==> config.mk <==
export PLATFORM = sky130hd
export DESIGN_NAME = vga_fetch_ctrl_flat
export DESIGN_NICKNAME = d
export VERILOG_FILES = /design/src/rtl/vga_fetch_ctrl_if.sv /design/src/rtl/vga_fetch_ctrl.sv /design/src/flat_wrapper.sv
export SDC_FILE = /design/constraint.sdc
export NUM_CORES = 1
export LEC_CHECK = 0
export BUFFER_PORTS_ARGS = -buffer_cell sky130_fd_sc_hd__buf_2
export CORE_MARGIN = 2
export CORE_UTILIZATION = 30
export CTS_BUF_LIST = sky130_fd_sc_hd__clkbuf_8
export DETAILED_ROUTE_END_ITERATION = 16
export PLACE_DENSITY = 0.57
export SYNTH_ARGS = -nofsm -noshare
export SYNTH_HDL_FRONTEND = slang
export SYNTH_SLANG_ARGS = --single-unit
==> constraint.sdc <==
create_clock -name clk -period 11.25 [get_ports clk]
set_input_delay 0.5625 -clock clk [delete_from_list [all_inputs] [get_ports clk]]
set_output_delay 0.5625 -clock clk [all_outputs]
set_load 0.02 [all_outputs]
==> src/rtl/vga_fetch_ctrl_if.sv <==
// Memory-bus port bundle for the video fetch sequencer.
// The fetcher is the bus master: it raises addr_strobe with a word address and
// holds both until the memory side answers with data_ready and data_in.
interface vga_fetch_ctrl_if #(
    parameter int addr_bits = 30
);
    logic                 addr_strobe;
    logic [addr_bits-1:0] addr;
    logic                 data_ready;
    logic [31:0]          data_in;

    modport master (
        output addr_strobe,
        output addr,
        input  data_ready,
        input  data_in
    );

    modport slave (
        input  addr_strobe,
        input  addr,
        output data_ready,
        output data_in
    );
endinterface

==> src/rtl/vga_fetch_ctrl.sv <==
// Frame-buffer fetch sequencer: reads one frame of 32-bit words from memory,
// starting at base_addr, into a small show-ahead FIFO that feeds the planar
// video output. Every vsync restarts the frame; popping an empty FIFO latches
// a sticky underrun flag until the next restart.
module vga_fetch_ctrl #(
    parameter int addr_bits      = 30,
    parameter int fifo_log2      = 4,
    parameter int frame_words    = 38400,
    parameter int vsync_sync_len = 2
) (
    input  logic                 clk,
    input  logic                 reset_n,
    input  logic                 enable,
    input  logic [addr_bits-1:0] base_addr,
    input  logic                 vga_vsync,
    input  logic                 rd,
    output logic [7:0]           red_byte,
    output logic [7:0]           green_byte,
    output logic [7:0]           blue_byte,
    output logic [7:0]           bright_byte,
    output logic [fifo_log2:0]   fifo_fill,
    output logic                 underrun,
    vga_fetch_ctrl_if.master     bus
);

    localparam int depth    = 1 << fifo_log2;
    localparam int cnt_bits = $clog2(frame_words + 1);

    localparam logic [fifo_log2:0] full_fill   = (fifo_log2 + 1)'(depth);
    localparam logic [cnt_bits-1:0] frame_count = cnt_bits'(frame_words);
    localparam logic [cnt_bits-1:0] last_count  = cnt_bits'(frame_words - 1);

    typedef enum logic [1:0] {
        IDLE,
        FETCH,
        DISCARD,
        DONE
    } state_t;

    state_t                state_reg;
    logic                  strobe_reg;
    logic [addr_bits-1:0]  addr_reg;        // address presented on the bus
    logic [addr_bits-1:0]  fetch_addr_reg;  // next word to request
    logic [cnt_bits-1:0]   count_reg;

    logic                  vsync_sync_reg [vsync_sync_len];
    logic                  vsync_prev_reg;
    logic                  restart;

    logic [31:0]           fifo_mem [depth];
    logic [fifo_log2-1:0]  wr_ptr_reg;
    logic [fifo_log2-1:0]  rd_ptr_reg;
    logic [fifo_log2:0]    fill_reg;
    logic                  underrun_reg;
    logic                  push;
    logic                  pop;
    logic [31:0]           head;

    // ------------------------------------------------------------------
    // vsync synchronizer chain; flops idle high so reset does not look like
    // a falling edge.
    // ------------------------------------------------------------------
    genvar gi;
    generate
        for (gi = 0; gi < vsync_sync_len; gi++) begin : g_sync
            if (gi == 0) begin : g_first
                // First stage samples the asynchronous pixel-domain vsync.
                always_ff @(posedge clk or negedge reset_n) begin
                    if (!reset_n) vsync_sync_reg[gi] <= 1'b1;
                    else          vsync_sync_reg[gi] <= vga_vsync;
                end
            end else begin : g_rest
                // Later stages settle metastability.
                always_ff @(posedge clk or negedge reset_n) begin
                    if (!reset_n) vsync_sync_reg[gi] <= 1'b1;
                    else          vsync_sync_reg[gi] <= vsync_sync_reg[gi-1];
                end
            end
        end
    endgenerate

    // Delayed copy of the synchronized vsync for falling-edge detection.
    always_ff @(posedge clk or negedge reset_n) begin
        if (!reset_n) vsync_prev_reg <= 1'b1;
        else          vsync_prev_reg <= vsync_sync_reg[vsync_sync_len-1];
    end

    assign restart = vsync_prev_reg & ~vsync_sync_reg[vsync_sync_len-1];

    // ------------------------------------------------------------------
    // Bus sequencer. Restart overrides everything; an in-flight request is
    // finished in DISCARD so the bus handshake stays intact.
    // ------------------------------------------------------------------
    // Single FSM with registered bus outputs, address and word count.
    always_ff @(posedge clk or negedge reset_n) begin
        if (!reset_n) begin
            state_reg      <= IDLE;
            strobe_reg     <= 1'b0;
            addr_reg       <= '0;
            fetch_addr_reg <= '0;
            count_reg      <= '0;
        end else if (restart) begin
            fetch_addr_reg <= base_addr;
            count_reg      <= '0;
            if (strobe_reg && !bus.data_ready) begin
                state_reg <= DISCARD;
            end else begin
                // A word answered in this very cycle is simply not pushed.
                strobe_reg <= 1'b0;
                state_reg  <= enable ? FETCH : IDLE;
            end
        end else begin
            unique case (state_reg)
                IDLE: begin
                    strobe_reg <= 1'b0;
                end
                FETCH: begin
                    if (strobe_reg) begin
                        if (bus.data_ready) begin
                            strobe_reg     <= 1'b0;
                            fetch_addr_reg <= fetch_addr_reg + 1'b1;
                            count_reg      <= count_reg + 1'b1;
                            if (count_reg == last_count) state_reg <= DONE;
                            else if (!enable)            state_reg <= IDLE;
                        end
                    end else if (!enable) begin
                        state_reg <= IDLE;
                    end else if (fill_reg < full_fill && count_reg < frame_count) begin
                        // Registered fill: the one outstanding word always has room.
                        strobe_reg <= 1'b1;
                        addr_reg   <= fetch_addr_reg;
                    end
                end
                DISCARD: begin
                    if (bus.data_ready) begin
                        strobe_reg <= 1'b0;
                        state_reg  <= enable ? FETCH : IDLE;
                    end
                end
                DONE: begin
                    strobe_reg <= 1'b0;
                end
                default: begin
                    strobe_reg <= 1'b0;
                    state_reg  <= IDLE;
                end
            endcase
        end
    end

    assign bus.addr_strobe = strobe_reg;
    assign bus.addr        = addr_reg;

    // ------------------------------------------------------------------
    // Show-ahead FIFO
    // ------------------------------------------------------------------
    assign push = (state_reg == FETCH) && strobe_reg && bus.data_ready && !restart;
    assign pop  = rd && (fill_reg != '0) && !restart;

    // Storage write; no reset needed, contents are qualified by fill_reg.
    always_ff @(posedge clk) begin
        if (push) fifo_mem[wr_ptr_reg] <= bus.data_in;
    end

    // Pointer and occupancy tracking; restart flushes to empty.
    always_ff @(posedge clk or negedge reset_n) begin
        if (!reset_n) begin
            wr_ptr_reg <= '0;
            rd_ptr_reg <= '0;
            fill_reg   <= '0;
        end else if (restart) begin
            wr_ptr_reg <= '0;
            rd_ptr_reg <= '0;
            fill_reg   <= '0;
        end else begin
            if (push) wr_ptr_reg <= wr_ptr_reg + 1'b1;
            if (pop)  rd_ptr_reg <= rd_ptr_reg + 1'b1;
            if (push && !pop)      fill_reg <= fill_reg + 1'b1;
            else if (pop && !push) fill_reg <= fill_reg - 1'b1;
        end
    end

    // Sticky underrun: a display pop found nothing to show.
    always_ff @(posedge clk or negedge reset_n) begin
        if (!reset_n)                  underrun_reg <= 1'b0;
        else if (restart)              underrun_reg <= 1'b0;
        else if (rd && fill_reg == '0) underrun_reg <= 1'b1;
    end

    assign head        = fifo_mem[rd_ptr_reg];
    assign red_byte    = (fill_reg != '0) ? head[7:0]   : 8'h00;
    assign green_byte  = (fill_reg != '0) ? head[15:8]  : 8'h00;
    assign blue_byte   = (fill_reg != '0) ? head[23:16] : 8'h00;
    assign bright_byte = (fill_reg != '0) ? head[31:24] : 8'h00;
    assign fifo_fill   = fill_reg;
    assign underrun    = underrun_reg;

endmodule

==> src/flat_wrapper.sv <==
// flat-port wrapper written by rule: the top's interface ports become plain ports
module vga_fetch_ctrl_flat 
#(
    parameter int addr_bits      = 30,
    parameter int fifo_log2      = 4,
    parameter int frame_words    = 38400,
    parameter int vsync_sync_len = 2
)
  (clk, reset_n, enable, base_addr, vga_vsync, rd, red_byte, green_byte, blue_byte, bright_byte, fifo_fill, underrun, bus_addr_strobe, bus_addr, bus_data_ready, bus_data_in);
  vga_fetch_ctrl_if #(.addr_bits(addr_bits)) bus_i ();
  input  logic clk;
  input  logic reset_n;
  input  logic enable;
  input  logic [addr_bits-1:0] base_addr;
  input  logic vga_vsync;
  input  logic rd;
  output logic [7:0] red_byte;
  output logic [7:0] green_byte;
  output logic [7:0] blue_byte;
  output logic [7:0] bright_byte;
  output logic [fifo_log2:0] fifo_fill;
  output logic underrun;
  output wire logic [$bits(bus_i.addr_strobe)-1:0] bus_addr_strobe;
  output wire logic [$bits(bus_i.addr)-1:0] bus_addr;
  input wire logic [$bits(bus_i.data_ready)-1:0] bus_data_ready;
  input wire logic [$bits(bus_i.data_in)-1:0] bus_data_in;
  assign bus_addr_strobe = bus_i.addr_strobe;
  assign bus_addr = bus_i.addr;
  assign bus_i.data_ready = bus_data_ready;
  assign bus_i.data_in = bus_data_in;
  vga_fetch_ctrl #(.addr_bits(addr_bits), .fifo_log2(fifo_log2), .frame_words(frame_words), .vsync_sync_len(vsync_sync_len)) u_core (.clk(clk), .reset_n(reset_n), .enable(enable), .base_addr(base_addr), .vga_vsync(vga_vsync), .rd(rd), .red_byte(red_byte), .green_byte(green_byte), .blue_byte(blue_byte), .bright_byte(bright_byte), .fifo_fill(fifo_fill), .underrun(underrun), .bus(bus_i));
endmodule
After elaboration in Yosys (flattened, before gate mapping) --
Memories as Yosys holds them, arrays and structs flattened. Cells that the tools add are included.
Operators by class: reductions and logical operators 30, equality and inequality tests 7, bitwise gates (word level) 4, multiplexer cells 40, $add $sub $neg 6, order comparisons 2
Operators with widths (count):
- $mux W30 | 4
- $mux W16 | 4
- $mux W8 | 4
- $add A30 B1 Y30 const B | 1
- $add A16 B1 Y16 const B | 1
- $eq A16 B16 Y1 const B | 1
- $lt A16 B16 Y1 const B | 1
- $mux W4 | 4
- $mux W5 | 3
- $mux W2 | 7
- $mux W1 | 12
- $reduce_bool A2 Y1 | 6
- $logic_and A1 B1 Y1 | 10
- $add A4 B1 Y4 const B | 2
- $reduce_and A3 Y1 | 2
- $reduce_bool A3 Y1 | 2
- $add A5 B1 Y5 const B | 1
- $logic_not A5 Y1 | 1
- $lt A5 B5 Y1 const B | 1
- $reduce_and A5 Y1 | 1
- $reduce_bool A5 Y1 | 1
- $sub A5 B1 Y5 const B | 1
- $eq A2 B2 Y1 const B | 2
- $logic_not A1 Y1 | 4
- other kinds (11) | 13
Storage, ports and cells: register bits after elaboration 96, input port bits 68, memories 1, RAM bits 512
Memories:
- u_core.fifo_mem | words 16, bits a word 32, read ports 1, clocked after memory_dff 0, write ports 1, line vga_fetch_ctrl.sv:50 | logic [31:0] fifo_mem [depth];

Depth between registers and ports, before layout --
depth in word-level cells 9, mapped depth 12

Least setup slack after synthesis --
Ideal clock, no wire load.
path type reg-to-reg, from reg u_core.state_reg[1], to mem u_core.fifo_mem[4][0], enable pin, slack 7.307 ns, period minus slack after synthesis 3.943 ns, data arrival time 3.482 ns, stages on the path, launching flop included 8, cells stage by stage dfrtp_1 -> inv_1 -> ha_1 -> nand3_2 -> clkbuf_1 -> nor2_1 -> nand2_1 -> nor3_1
Between the ends: longest elaborated chain between the ends 6
RTL lines:
- start: declaration | line vga_fetch_ctrl.sv:40 | state_t state_reg;
- start signal: assignment | line vga_fetch_ctrl.sv:110 | state_reg <= enable ? FETCH : IDLE;
- start signal: assignment | line vga_fetch_ctrl.sv:137 | state_reg <= enable ? FETCH : IDLE;
- $eq A2 B1 Y1 | line vga_fetch_ctrl.sv:157 | assign push = (state_reg == FETCH) && strobe_reg && bus.data_ready && !restart;
- $logic_and A1 B1 Y1 (3 in a row) | line vga_fetch_ctrl.sv:157
- $mux W1 | line vga_fetch_ctrl.sv:162 | if (push) fifo_mem[wr_ptr_reg] <= bus.data_in;
- $mux W1 (not written as such) | line vga_fetch_ctrl.sv:162
- end: declaration | line vga_fetch_ctrl.sv:50
Every way passes these cells.

Final worst setup path --
from reg u_core.rd_ptr_reg[1], to out blue_byte[4]
Between the ends: longest elaborated chain between the ends 2
RTL lines:
- start: declaration | line vga_fetch_ctrl.sv:52 | logic [fifo_log2-1:0] rd_ptr_reg;
- start signal: assignment | line vga_fetch_ctrl.sv:177 | if (pop) rd_ptr_reg <= rd_ptr_reg + 1'b1;
- $mem_v2 Z16 W32
- $mux W8 | line vga_fetch_ctrl.sv:193 | assign blue_byte = (fill_reg != '0) ? head[23:16] : 8'h00;
- end: declaration | line flat_wrapper.sv:19 | output logic [7:0] blue_byte;
Every way passes these cells.

==> reports/results.ini <==
[run_status]
status = finished clean

[setup_path]
r2r_start = u_core.fifo_fill[1]
worstPathRequired_ns = 10.69
critPathCapture = blue_byte[4]
critPathSlowestCell = dfrtp_4
crit_family = buffers and inverters
path_class = reg -> out
path_cells = buf_4 -> mux4_2 -> mux2i_1 -> o22ai_1 -> buf_2
cp-end-kind = output pin
r2r_slack_ns = 7.78
ff2ff_path_depth = 10
cpPeakStageDelay_ns = 1.08
critPathLaunch = u_core.rd_ptr_reg[1]
reg2reg_to = u_core.fifo_fill[4]
crit_buf_inv = 2
cp.depth = 5
cp-start-kind = register
path_max_fanout = 70
crit_arrival_ns = 3.78

[detailed_routing]
via_per_inst = 4.96
dr.pass1.iters = 7
drc = 0
num_vias = 13000
wl_mm = 57.7
antenna_left = 0
wl_per_cell_um = 21.9
drt_iter0_markers = 1043

[final_layout]
drive_gt1_share_pct = 30.5
fin_area_sq_mm = 0.0284
fillers = 7631
utilization_pct = 35.3
fin_nets = 1574
largest_reg_flops = 512
area_growth_pct = 16.6

[global_routing]
grt_pass1_wl_mm = 86.1
grt_max_degree = 71
grt_pass1_vias = 13800
antenna_found_initial = 6
track_usage_pct = 13.9
overflow = 0

[cts]
cts_root_buf = clkbuf_8
clk_pin_slew_ns = 0.06
numCtsBuffers = 104
clock_path_buffers = 3
cts_tree = built
clock-sinks = 608
htreeDepth = 3
insertion_delay_ns = 0.70

[floorplanning]
die_y_um = 289
die_w_um = 289
dieArea_sq_mm = 0.0835
ios = 137
start_util_pct = 30.3
coreArea_sq_mm = 0.0804
num_rows = 104

[sta]
grt_setup_unrepaired = no
setup_viol = 0
fin_crit_ns = 4.34
clock_skew_ns = 0.0285
max_freq_ghz = 0.230
worst_pin_slew_ns = 1.07
fin_tns_setup_ns = 0
maxSlewViolCount = 0
hold_violations = 0
period_share_pct = 38.6
slew-limit-headroom_pct = 29.0

[placed_design]
io_buffer_count = 136
hpwl_mm = 31.5
place_congestion = 0.783
place_area_sq_mm = 0.0264

[synth]
synth-seq-cells = 608
synth_edf_count = 512
ys_types = 56
mappedNetlistArea_sq_mm = 0.0244
synth.net_count = 1371
yosysWarnings = 0
async_flop_share_pct = 15.8
netlist_instances = 1288
synth_top_cell_by_area = edfxtp_1
synth.area.top_cells = edfxtp_1, mux4_2, dfrtp_1
ys_seq_area_share_pct = 73.0
ys.flop_type = edfxtp_1
synth_area_per_cell_sq_um = 18.9
yosys.area.top_type_share_pct = 63.1

[worst_hold_path]
worstHoldPathType = in -> reg
holdPathStages = 3

[power_and_ir_drop]
power_leakage_nw = 9.44
vdd_ir_drop_max_mv = 0.136
p_total_w = 0.00606
powerDensity_mw_per_mm2 = 213

[job]
maxCapViolCount = 0

-- metrics by stage --
stage | hold slack, ns | instances | worst slack [ns]
finish | 0.0716 | 2631 | 6.91
global route | 0.0467 | 2630 | 6.56
CTS | 0.00154 | 2630 | 6.67
detailed placement | 0.351 | 2442 | 7.45
global placement | 0.346 | 2442 | 7.45
floorplan | 0.267 | 1288 | 7.31
-- worst reg2reg max path: stages, from the launching register on --
cell and delay (ns):
dfrtp_1 0.47, or4_1 0.68, o21ai_1 0.46, nand2b_1 0.18
ha_1 0.21, inv_1 0.12, fa_1 0.43, a21o_1 0.20
a21oi_1 0.17, mux2i_1 0.28, mux2i_1 0.20
-- cell usage in the layout (no fill, tap or decap), drive strengths merged, types with 12 or more instances in the layout --
master and instances:
a21oi 14, a31oi 22, and3 14, buf 162, clkbuf 109, clkinv 37
dfrtp 93, edfxtp 512, ha 14, inv 45, mux2 30, mux2i 68
mux4 128, nand2 45, nand3 16, nand4 16, nor2 48, o21ai 20
o22ai 32, o31ai 16, or4 20, xor2 12
-- routing by layer --
metal	vias to the layer above	wire length (um)	global-route usage, %
met5	-	44	0
met4	6	1100	4.29
met3	95	3310	2.87
met2	371	28200	23.0
met1	6902	25100	18.4
li1	5672	-	-
-- where the power goes --
| part | internal [W] | leakage (nW) | total, W | switching (W) |
|---|---|---|---|---|
| registers | 0.00254 | 5.77 | 0.00269 | 0.000154 |
| clock network | 0.00102 | 1.13 | 0.00193 | 0.000904 |
| logic | 0.000646 | 2.54 | 0.00144 | 0.000798 |
| total | 0.00420 | 9.44 | 0.00606 | 0.00186 |
-- cells in the mapped netlist (all sizes together), types with 13 or more instances --
cell and number:
o31ai 16, edfxtp 512, nand4 16, o22ai 32
and3 14, nor2 48, dfrtp 93, clkbuf 35
mux4 128, buf 33, mux2 30, inv 13
a21oi 14, nand2 45, ha 14, or4 20
a31oi 22, mux2i 68, o21ai 20, nand3 16
-- layout make-up --
| class | instances | area (sq um) | share of cell area (%) |
|---|---|---|---|
| multi-input cells | 599 | 6320 | 22.2 |
| clock buffers | 109 | 1500 | 5.28 |
| diodes | 1 | 2.50 | 0.00881 |
| flip-flops and latches | 608 | 17800 | 62.6 |
| clock inverters | 76 | 512 | 1.80 |
| inverters | 13 | 48.8 | 0.172 |
| well taps | 1060 | 1330 | 4.67 |
| repair buffers | 165 | 908 | 3.20 |
-- repair_timing --
action                                 in CTS  in global routing
buffers inserted                            0                  0
hold buffers                                3                  0
endpoints found under the hold margin      40                  0
resized for setup                           0                  0
-- kinds of logic (layout without fill, tap and decap cells) --
| family | count (synthesis) | count (layout) | synth area share (%) |
|---|---|---|---|
| AOI/OAI and AO/OA | 125 | 125 | 3.37 |
| xor gates and xnor gates | 23 | 23 | 0.827 |
| adders and majority gates | 15 | 15 | 0.801 |
| buffers and inverters | 81 | 363 | 1.43 |
| DFF | 608 | 608 | 73.0 |
| muxes | 226 | 226 | 16.0 |
| other | 0 | 1 | 0 |
| and+or+nand+nor | 210 | 210 | 4.59 |
-- worst min-delay path by stage --
stage                                   from                        to  slack [ns]
floorplan                            reset_n        u_core.bus.addr[0]        0.27
global placement    u_core.vsync_sync_reg[1]  u_core.vsync_sync_reg[0]        0.35
detailed placement  u_core.vsync_sync_reg[1]  u_core.vsync_sync_reg[0]        0.35
CTS                             base_addr[5]  u_core.fetch_addr_reg[5]       0.002
global route                    base_addr[5]  u_core.fetch_addr_reg[5]        0.05
finish                          base_addr[5]  u_core.fetch_addr_reg[5]        0.07
Power figures use the tool's default switching activity.
